[src/rtl/fetch_unit.sv]
// Instruction fetch front end: owns PC, IR and a one-word prefetch buffer, and
// turns the control unit's IRWrite/PCWrite commands into imem requests.
module fetch_unit #(
    parameter int                DATA_W   = 16,
    parameter logic [DATA_W-1:0] RESET_PC = '0,
    parameter int                PC_STEP  = 2
) (
    input  logic              CLK,
    input  logic              Reset,
    input  logic              IRWrite,
    input  logic              PCWrite,
    input  logic              PCWriteCond,
    input  logic              Zero,
    input  logic [1:0]        PCSource,
    input  logic [DATA_W-1:0] ALUOut,
    input  logic [DATA_W-1:0] imem_rdata,
    input  logic              imem_ready,
    output logic              imem_req,
    output logic [DATA_W-1:0] imem_addr,
    output logic [DATA_W-1:0] PC,
    output logic [DATA_W-1:0] IR,
    output logic [3:0]        op,
    output logic              Stall
);

    typedef enum logic {FETCH = 1'b0, VALID = 1'b1} state_t;

    state_t            state_q;
    logic [DATA_W-1:0] pc_q, pc_d;
    logic [DATA_W-1:0] ir_q;
    logic [DATA_W-1:0] buf_q;
    logic              pc_en;
    logic              ir_ld;
    logic [DATA_W-1:0] ir_word;

    // Stall gates the PC write so a combined IRWrite+PCWrite step is atomic.
    assign Stall   = ~Reset & IRWrite & (state_q == FETCH) & ~imem_ready;
    assign pc_en   = (PCWrite | (PCWriteCond & Zero)) & ~Stall & (PCSource != 2'b11);
    assign ir_ld   = IRWrite & ~Stall;
    assign ir_word = (state_q == VALID) ? buf_q : imem_rdata;

    always_comb begin
        pc_d = pc_q;
        unique case (PCSource)
            2'b00:   pc_d = pc_q + DATA_W'(PC_STEP);
            2'b01:   pc_d = ALUOut;
            2'b10:   pc_d = {pc_q[DATA_W-1:DATA_W-3], ir_q[DATA_W-5:0], 1'b0};
            default: pc_d = pc_q;
        endcase
    end

    always_ff @(posedge CLK) begin
        if (Reset) begin
            state_q <= FETCH;
            pc_q    <= RESET_PC;
            ir_q    <= '0;
            buf_q   <= '0;
        end else begin
            if (ir_ld)
                ir_q <= ir_word;
            if (pc_en)
                pc_q <= pc_d;
            unique case (state_q)
                FETCH: begin
                    // Data returning alongside a PC change belongs to the old address.
                    if (!pc_en && imem_ready) begin
                        buf_q   <= imem_rdata;
                        state_q <= VALID;
                    end
                end
                VALID: begin
                    if (pc_en)
                        state_q <= FETCH;
                end
                default: state_q <= FETCH;
            endcase
        end
    end

    assign imem_req  = ~Reset & (state_q == FETCH);
    assign imem_addr = pc_q;
    assign PC        = pc_q;
    assign IR        = ir_q;
    assign op        = ir_q[DATA_W-1:DATA_W-4];

endmodule

[config.mk]
export PLATFORM = sky130hd
export DESIGN_NAME = fetch_unit
export DESIGN_NICKNAME = d
export VERILOG_FILES = /design/src/rtl/fetch_unit.sv
export SDC_FILE = /design/constraint.sdc
export NUM_CORES = 1
export LEC_CHECK = 0
export CAP_MARGIN = 20
export CORE_MARGIN = 8
export CORE_UTILIZATION = 45
export DETAILED_ROUTE_END_ITERATION = 7
export HOLD_SLACK_MARGIN = 0.02
export PLACE_DENSITY = 0.84
export REMOVE_ABC_BUFFERS = 1
export SETUP_SLACK_MARGIN = 0.2
export SLEW_MARGIN = 20
export SYNTH_ARGS = -nofsm -noshare
export SYNTH_HDL_FRONTEND = slang
export SYNTH_SLANG_ARGS = --single-unit
[constraint.sdc]
create_clock -name CLK -period 2.7 [get_ports CLK]
set_clock_uncertainty 0.1 [all_clocks]
set_input_delay 0.81 -clock CLK [delete_from_list [all_inputs] [get_ports CLK]]
set_output_delay 0.81 -clock CLK [all_outputs]
set_load 0.005 [all_outputs]
==> impl_metrics.py, run 1 <==
metrics = {
    "setup_path": {
        "endpoint_kind": "register",
        "rr_startpoint": "PC[1]",
        "cpMaxStageDelayCell": "clkdlybuf4s50_1",
        "critPathMaxFanout": 8,
        "r2r_end": "PC[15]",
        "reg2regPathDepth": 5,
        "path_class": "in2reg",
        "critPathMaxStageDelay_ps": 530,
        "worstPathArrival_ps": 2540,
        "required_ps": 2800,
        "start_kind": "input port",
        "rrSetupSlack_ps": 740,
        "crit_path_cell_trace": "clkdlybuf4s50_1 -> inv_1 -> ha_2 -> buf_4 -> a31o_2 -> a31oi_1 -> a2111oi_2",
    },
    "yosys": {
        "syn_area_per_cell_sq_um": 8.67,
        "synth_top_cell_area_share": 0.359,
        "synth-edff-count": 0,
        "yosysUniqueCellTypes": 42,
        "synth.largest_area_cell": "dfxtp_1",
        "yosysSeqAreaShare": 0.359,
        "synth-main-ff-cell": "dfxtp_1",
        "synth_area_leaders": "dfxtp_1 (36%), mux2i_1 (12%), buf_4 (6.0%)",
        "synthCells": 315,
        "ys_ff_latch": 49,
        "synthesis.area_sq_um": 2730,
        "async_flop_share": 0,
        "yosysWarningCount": 0,
    },
    "finish": {
        "areaGrowthSynthToFinish_pct": 39.8,
        "multi_input_area_sq_um": 1510,
        "fill_cells": 495,
        "layout_common_cells": "clkdlybuf4s50_1 (88), dfxtp_1 (49), nor2_1 (44)",
        "final_common_cell": "clkdlybuf4s50_1",
        "drive_gt1_frac": 0.110,
        "regArea_sq_um": 981,
        "final_core_util": 0.649,
        "final_net_count": 437,
        "n_antenna_cell": 0,
    },
    "outcome": {
        "outcome": "complete, no violations",
    },
    "die": {
        "dieArea_sq_um": 8820,
        "fp.dieH_microns": 93.9,
        "die_w_microns": 93.9,
        "core_area_sq_um": 5890,
        "io_pins": 95,
        "rows": 28,
        "initial_core_util": 0.464,
    },
    "place": {
        "dp.final_hpwl_microns": 5650,
        "dp_slack_ps": -270,
        "portBuffers": 94,
        "gp_congestion": 0.851,
    },
    "global_route": {
        "grt_pass1_vias": 2544,
        "globalRouteOverflowTotal": 0,
        "grt_max_degree": 50,
        "grt_usage": 0.166,
        "grt_pass1_wl_microns": 12200,
        "antenna_found_initial": 0,
    },
    "clocking": {
        "cts_buffers": 5,
        "cts_setup_buffers": 0,
        "cts_tree": "built",
        "path_clk_slew_ps": 100,
        "insertion_delay_ps": 300,
        "ctsRootBufferMaster": "clkbuf_8",
        "clk_path_buf_depth": 2,
        "htreeDepth": 2,
        "cts_hold_buf": 0,
        "cts_sinks": 49,
    },
    "job": {
        "max_cap_viol_count": 0,
    },
    "detailed_routing": {
        "antenna_left": 0,
        "drcViolationCount": 0,
        "routed_wl_microns": 7740,
        "wl_per_cell_microns": 16.6,
        "vias": 2612,
        "drt_iter0_markers": 122,
        "dr.pass1.iters": 4,
        "avgViaCountPerCell": 5.61,
    },
    "sta": {
        "period_minus_slack_ps": 2440,
        "finalCritPeriodShare": 0.902,
        "drv_slew": 0,
        "rsz0062_at_grt": "true",
        "slew_headroom": 0.486,
        "worst_pin_slew_ps": 771,
        "final-hold-violation-count": 0,
        "fin_ws_ps": 264,
        "fmax_ghz": 0.411,
        "setup_viol_count_final": 0,
    },
    "power_and_ir_drop": {
        "p_leak_nw": 1.48,
        "vdd_drop_max_mv": 0.340,
        "powerDensity_nw_per_um2": 456,
    },
    "hold_path": {
        "min_to": "buf_q[7]",
        "min_from": "buf_q[7]",
        "min_path_type": "reg2reg",
        "hold_depth": 2,
    },
}
-- logic make-up (layout without fill, tap and decap cells) --
group                    Yosys count  after routing  share of synthesized area
AO/OA/AOI/OAI                     84             84                      0.213
adder cells (fa/ha/maj)            6              6                     0.0275
buffers and inverters             48            124                      0.101
flip-flops                        49             49                      0.359
multiplexers                      34             34                      0.125
AND/OR/NAND/NOR                   94             94                      0.175
-- cell type report --
cell class / instances / area share
inverters: 3 / 0.00295
clock inverters: 3 / 0.0115
well taps: 75 / 0.0246
flip-flops and latches: 49 / 0.257
multi-input cells: 218 / 0.397
repair buffers: 113 / 0.289
clock buffers: 5 / 0.0180
-- cells in the mapped netlist, types with 2 or more instances --
| master | number |
|---|---|
| a211oi_1 | 16 |
| a21o_1 | 3 |
| a21oi_1 | 13 |
| a22o_1 | 4 |
| a22oi_1 | 9 |
| a31oi_1 | 7 |
| a32o_1 | 3 |
| a41oi_1 | 3 |
| and2_1 | 3 |
| and3_1 | 3 |
| buf_2 | 5 |
| buf_4 | 22 |
| clkbuf_1 | 17 |
| dfxtp_1 | 49 |
| ha_1 | 6 |
| inv_1 | 3 |
| mux2i_1 | 34 |
| nand2_1 | 10 |
| nand3_1 | 5 |
| nand4_1 | 5 |
| nor2_1 | 44 |
| nor2b_1 | 7 |
| nor3_1 | 3 |
| nor3b_1 | 2 |
| nor4_1 | 6 |
| o21ai_0 | 16 |
| o22ai_1 | 2 |
-- metal layers --
layer | routed length [microns] | share of wire | vias up | track usage
met4 | 106 | 0.014 | 0 | 0.0436
met3 | 607 | 0.078 | 9 | 0.0456
met2 | 3830 | 0.49 | 89 | 0.291
met5 | 0 | 0 | - | 0
met1 | 3200 | 0.41 | 1225 | 0.193
li1 | - | - | 1289 | -
-- where the power goes --
group | switching (mW) | internal (mW)
Clock | 0.257 | 0.278
Combinational | 0.173 | 0.229
Sequential | 0.0384 | 0.764
Total | 0.469 | 1.27
-- timing repair --
action                                  in CTS  in global routing
cloned                                       0                  1
resized for setup                            6                 11
endpoints found under the setup margin       2                 11
pin swaps                                    0                  0
-- state kept, by name (all words and copies together), names as in the netlist --
signal and flops:
IR 16, PC 16, buf_q 16, state_q 1
-- critical path, delay by kind of cell --
kind | cells | cell delay (ps)
buf+inv | 3 | 790
compound gates | 3 | 560
fa+ha+maj | 1 | 380
-- how the worst max path moves through the flow --
| stage | start | end | slack [ps] | depth (start not counted) |
|---|---|---|---|---|
| after CTS | IRWrite | Stall | 150 | 3 |
| after floorplan | state_q | IR[0] | 70 | 4 |
| after global routing | PCWriteCond | PC[14] | 120 | 5 |
| final | PCSource[1] | PC[14] | 260 | 7 |
| after detailed placement | imem_ready | Stall | -270 | 3 |
| after global placement | imem_ready | Stall | -250 | 3 |
-- stage by stage --
stage / TNS (ps) / area [sq um] / std cells / hold WS, ps / power (mW)
after floorplan: 0 / 2460 / 270 / 363 / 0.982
after global placement: -331 / 3660 / 457 / 374 / 1.20
after detailed placement: -920 / 3660 / 457 / 389 / 1.21
after CTS: 0 / 3760 / 465 / 412 / 1.75
after global routing: 0 / 3820 / 466 / 433 / 1.82
final: 0 / 3820 / 466 / 403 / 1.74
Note: power is estimated with default switching activity, not from simulation.
==> run 2: changes to the inputs <==
- clock period: 2.7 -> 2.37 ns (I/O delays scaled with it)
==> impl_metrics.py, run 2 (synthesis results as in run 1) <==
metrics = {
    "power_and_ir_drop": {
        "intPower_mw": 1.42,
        "p_leak_nw": 1.50,
        "vdd_drop_max_mv": 0.355,
        "clkPwrFrac": 0.281,
        "switching_share": 0.275,
        "pwr-share-comb": 0.253,
        "p_seq_frac": 0.467,
        "powerDensity_nw_per_um2": 499,
        "p_sw_uw": 541,
    },
    "detailed_routing": {
        "drcViolationCount": 0,
        "drt_iter0_markers": 134,
        "antenna_left": 0,
        "dr.pass1.iters": 4,
        "vias": 2657,
        "wl_per_cell_microns": 17.0,
        "avgViaCountPerCell": 5.62,
        "routed_wl_microns": 8030,
    },
    "finish": {
        "layout.cells.non_filler": 473,
        "final_net_count": 444,
        "fill_cells": 479,
        "final_common_cell": "clkdlybuf4s50_1",
        "drive_gt1_frac": 0.168,
        "layout_common_cells": "clkdlybuf4s50_1 (87), nor2_1 (44), dfxtp_1 (42)",
        "final_core_util": 0.669,
        "n_antenna_cell": 0,
        "areaGrowthSynthToFinish_pct": 44.3,
    },
    "setup_path": {
        "worst-path-buf-inv": 3,
        "worstPathArrival_ps": 2210,
        "cpMaxStageDelayCell": "or4_4",
        "endpoint_kind": "register",
        "critPathMaxFanout": 7,
        "start_kind": "input port",
        "crit_path_cell_trace": "dlygate4sd2_1 -> nor4b_4 -> buf_4 -> buf_6 -> or4_4 -> o21ai_1 -> a21oi_1",
        "path_class": "in2reg",
        "required_ps": 2440,
        "critPathMaxStageDelay_ps": 590,
        "path_delay_family": "simple AND/OR/NAND/NOR gates",
    },
    "die": {
        "dieArea_sq_um": 8820,
        "die_w_microns": 93.9,
        "core_area_sq_um": 5890,
        "rows": 28,
        "io_pins": 95,
        "initial_core_util": 0.464,
        "fp.dieH_microns": 93.9,
    },
    "clocking": {
        "cts_sinks": 49,
        "htreeDepth": 2,
        "cts_buffers": 5,
        "ctsRootBufferMaster": "clkbuf_8",
        "path_clk_slew_ps": 90,
        "clk_path_buf_depth": 2,
        "insertion_delay_ps": 300,
        "cts_tree": "built",
        "cts_hold_buf": 0,
    },
    "place": {
        "dp.final_hpwl_microns": 5770,
        "post-place-cells": 462,
        "gp_congestion": 0.865,
        "portBuffers": 94,
    },
    "global_route": {
        "antenna_found_initial": 0,
        "globalRouteOverflowTotal": 0,
        "grt_pass1_wl_microns": 12700,
        "grt_pass1_vias": 2626,
        "grt_max_degree": 50,
        "grt_usage": 0.174,
    },
    "sta": {
        "final-hold-violation-count": 0,
        "drv_slew": 0,
        "setup_viol_count_final": 0,
        "final.setup.tns_ps": 0,
        "finalCritPeriodShare": 0.903,
        "rsz0062_at_grt": "true",
        "worst_pin_slew_ps": 530,
        "fmax_ghz": 0.467,
        "period_minus_slack_ps": 2140,
        "slew_headroom": 0.647,
    },
    "hold_path": {
        "min_path_type": "reg2reg",
    },
    "outcome": {
        "outcome": "complete, no violations",
    },
    "job": {
        "max_cap_viol_count": 0,
    },
}
## run 2: changes by cell type in the layout (fill, tap and decap cells not counted), sizes merged
cell           before  now
bufinv              1    0
dlygate4sd2         2    3
or4                 2    3
buf                20   26
clkbuf              5    8
dlymetal6s2s        2    0
clkinv              1    0
clkdlybuf4s50      88   87
clkdlybuf4s15       1    2
## run 2: worst register-to-register path: stages, from the launching register on
cell and delay [ps]:
dfxtp_2 420, ha_1 220, nand3_1 150, nor4_1 470, o21ai_0 170, a32o_1 290
## run 2: layout make-up
class                   instances  area [sq um]  share of cell area
multi-input cells             219          1590               0.402
well taps                      75          93.8              0.0238
inverters                       3          11.3             0.00286
clock inverters                 1          8.76             0.00222
flip-flops and latches         49           990               0.251
clock buffers                   7          96.3              0.0245
repair buffers                119          1150               0.293
## run 2: timing repair
item / in CTS / in global routing
pin swaps: 1 / 7
endpoints found under the setup margin: 39 / 40
gates cloned: 0 / 2
gates resized for setup: 21 / 28
buffers inserted: 1 / 0
## run 2: power by group through the flow
stage               Clock, mW  Combinational [mW]  Sequential, mW
floorplan                   0               0.184           0.935
global placement            0               0.455           0.930
detailed placement          0               0.466           0.933
CTS                     0.563               0.475           0.915
global route            0.595               0.538           0.925
finish                  0.551               0.497           0.917
## run 2: metal layers
layer | wire length, microns | vias to the layer above | global-route usage | share of wire
li1 | - | 1304 | - | -
met3 | 547 | 16 | 0.0432 | 0.068
met1 | 3240 | 1245 | 0.203 | 0.40
met5 | 0 | - | 0 | 0
met4 | 167 | 0 | 0.0515 | 0.021
met2 | 4070 | 92 | 0.307 | 0.51
## run 2: per-stage QoR
stage / area, sq um / total power, mW / setup WS, ps / hold WS [ps]
6_report: 3940 / 1.96 / 229 / 405
3_3_place_gp: 3710 / 1.39 / -381 / 374
4_1_cts: 3850 / 1.95 / 147 / 410
3_5_place_dp: 3710 / 1.40 / -438 / 389
5_1_grt: 3940 / 2.06 / 178 / 435
2_1_floorplan: 2460 / 1.12 / -262 / 363
## run 2: final timing paths
kind | to | startpoint | slack [ps] | depth (start not counted)
worst min-delay path | buf_q[14] | buf_q[14] | 400 | 2
worst min register to register | buf_q[14] | buf_q[14] | 400 | 2
worst max register to register | PC[15] | PC[1] | 450 | 5
worst max-delay path | PC[8] | IRWrite | 230 | 7
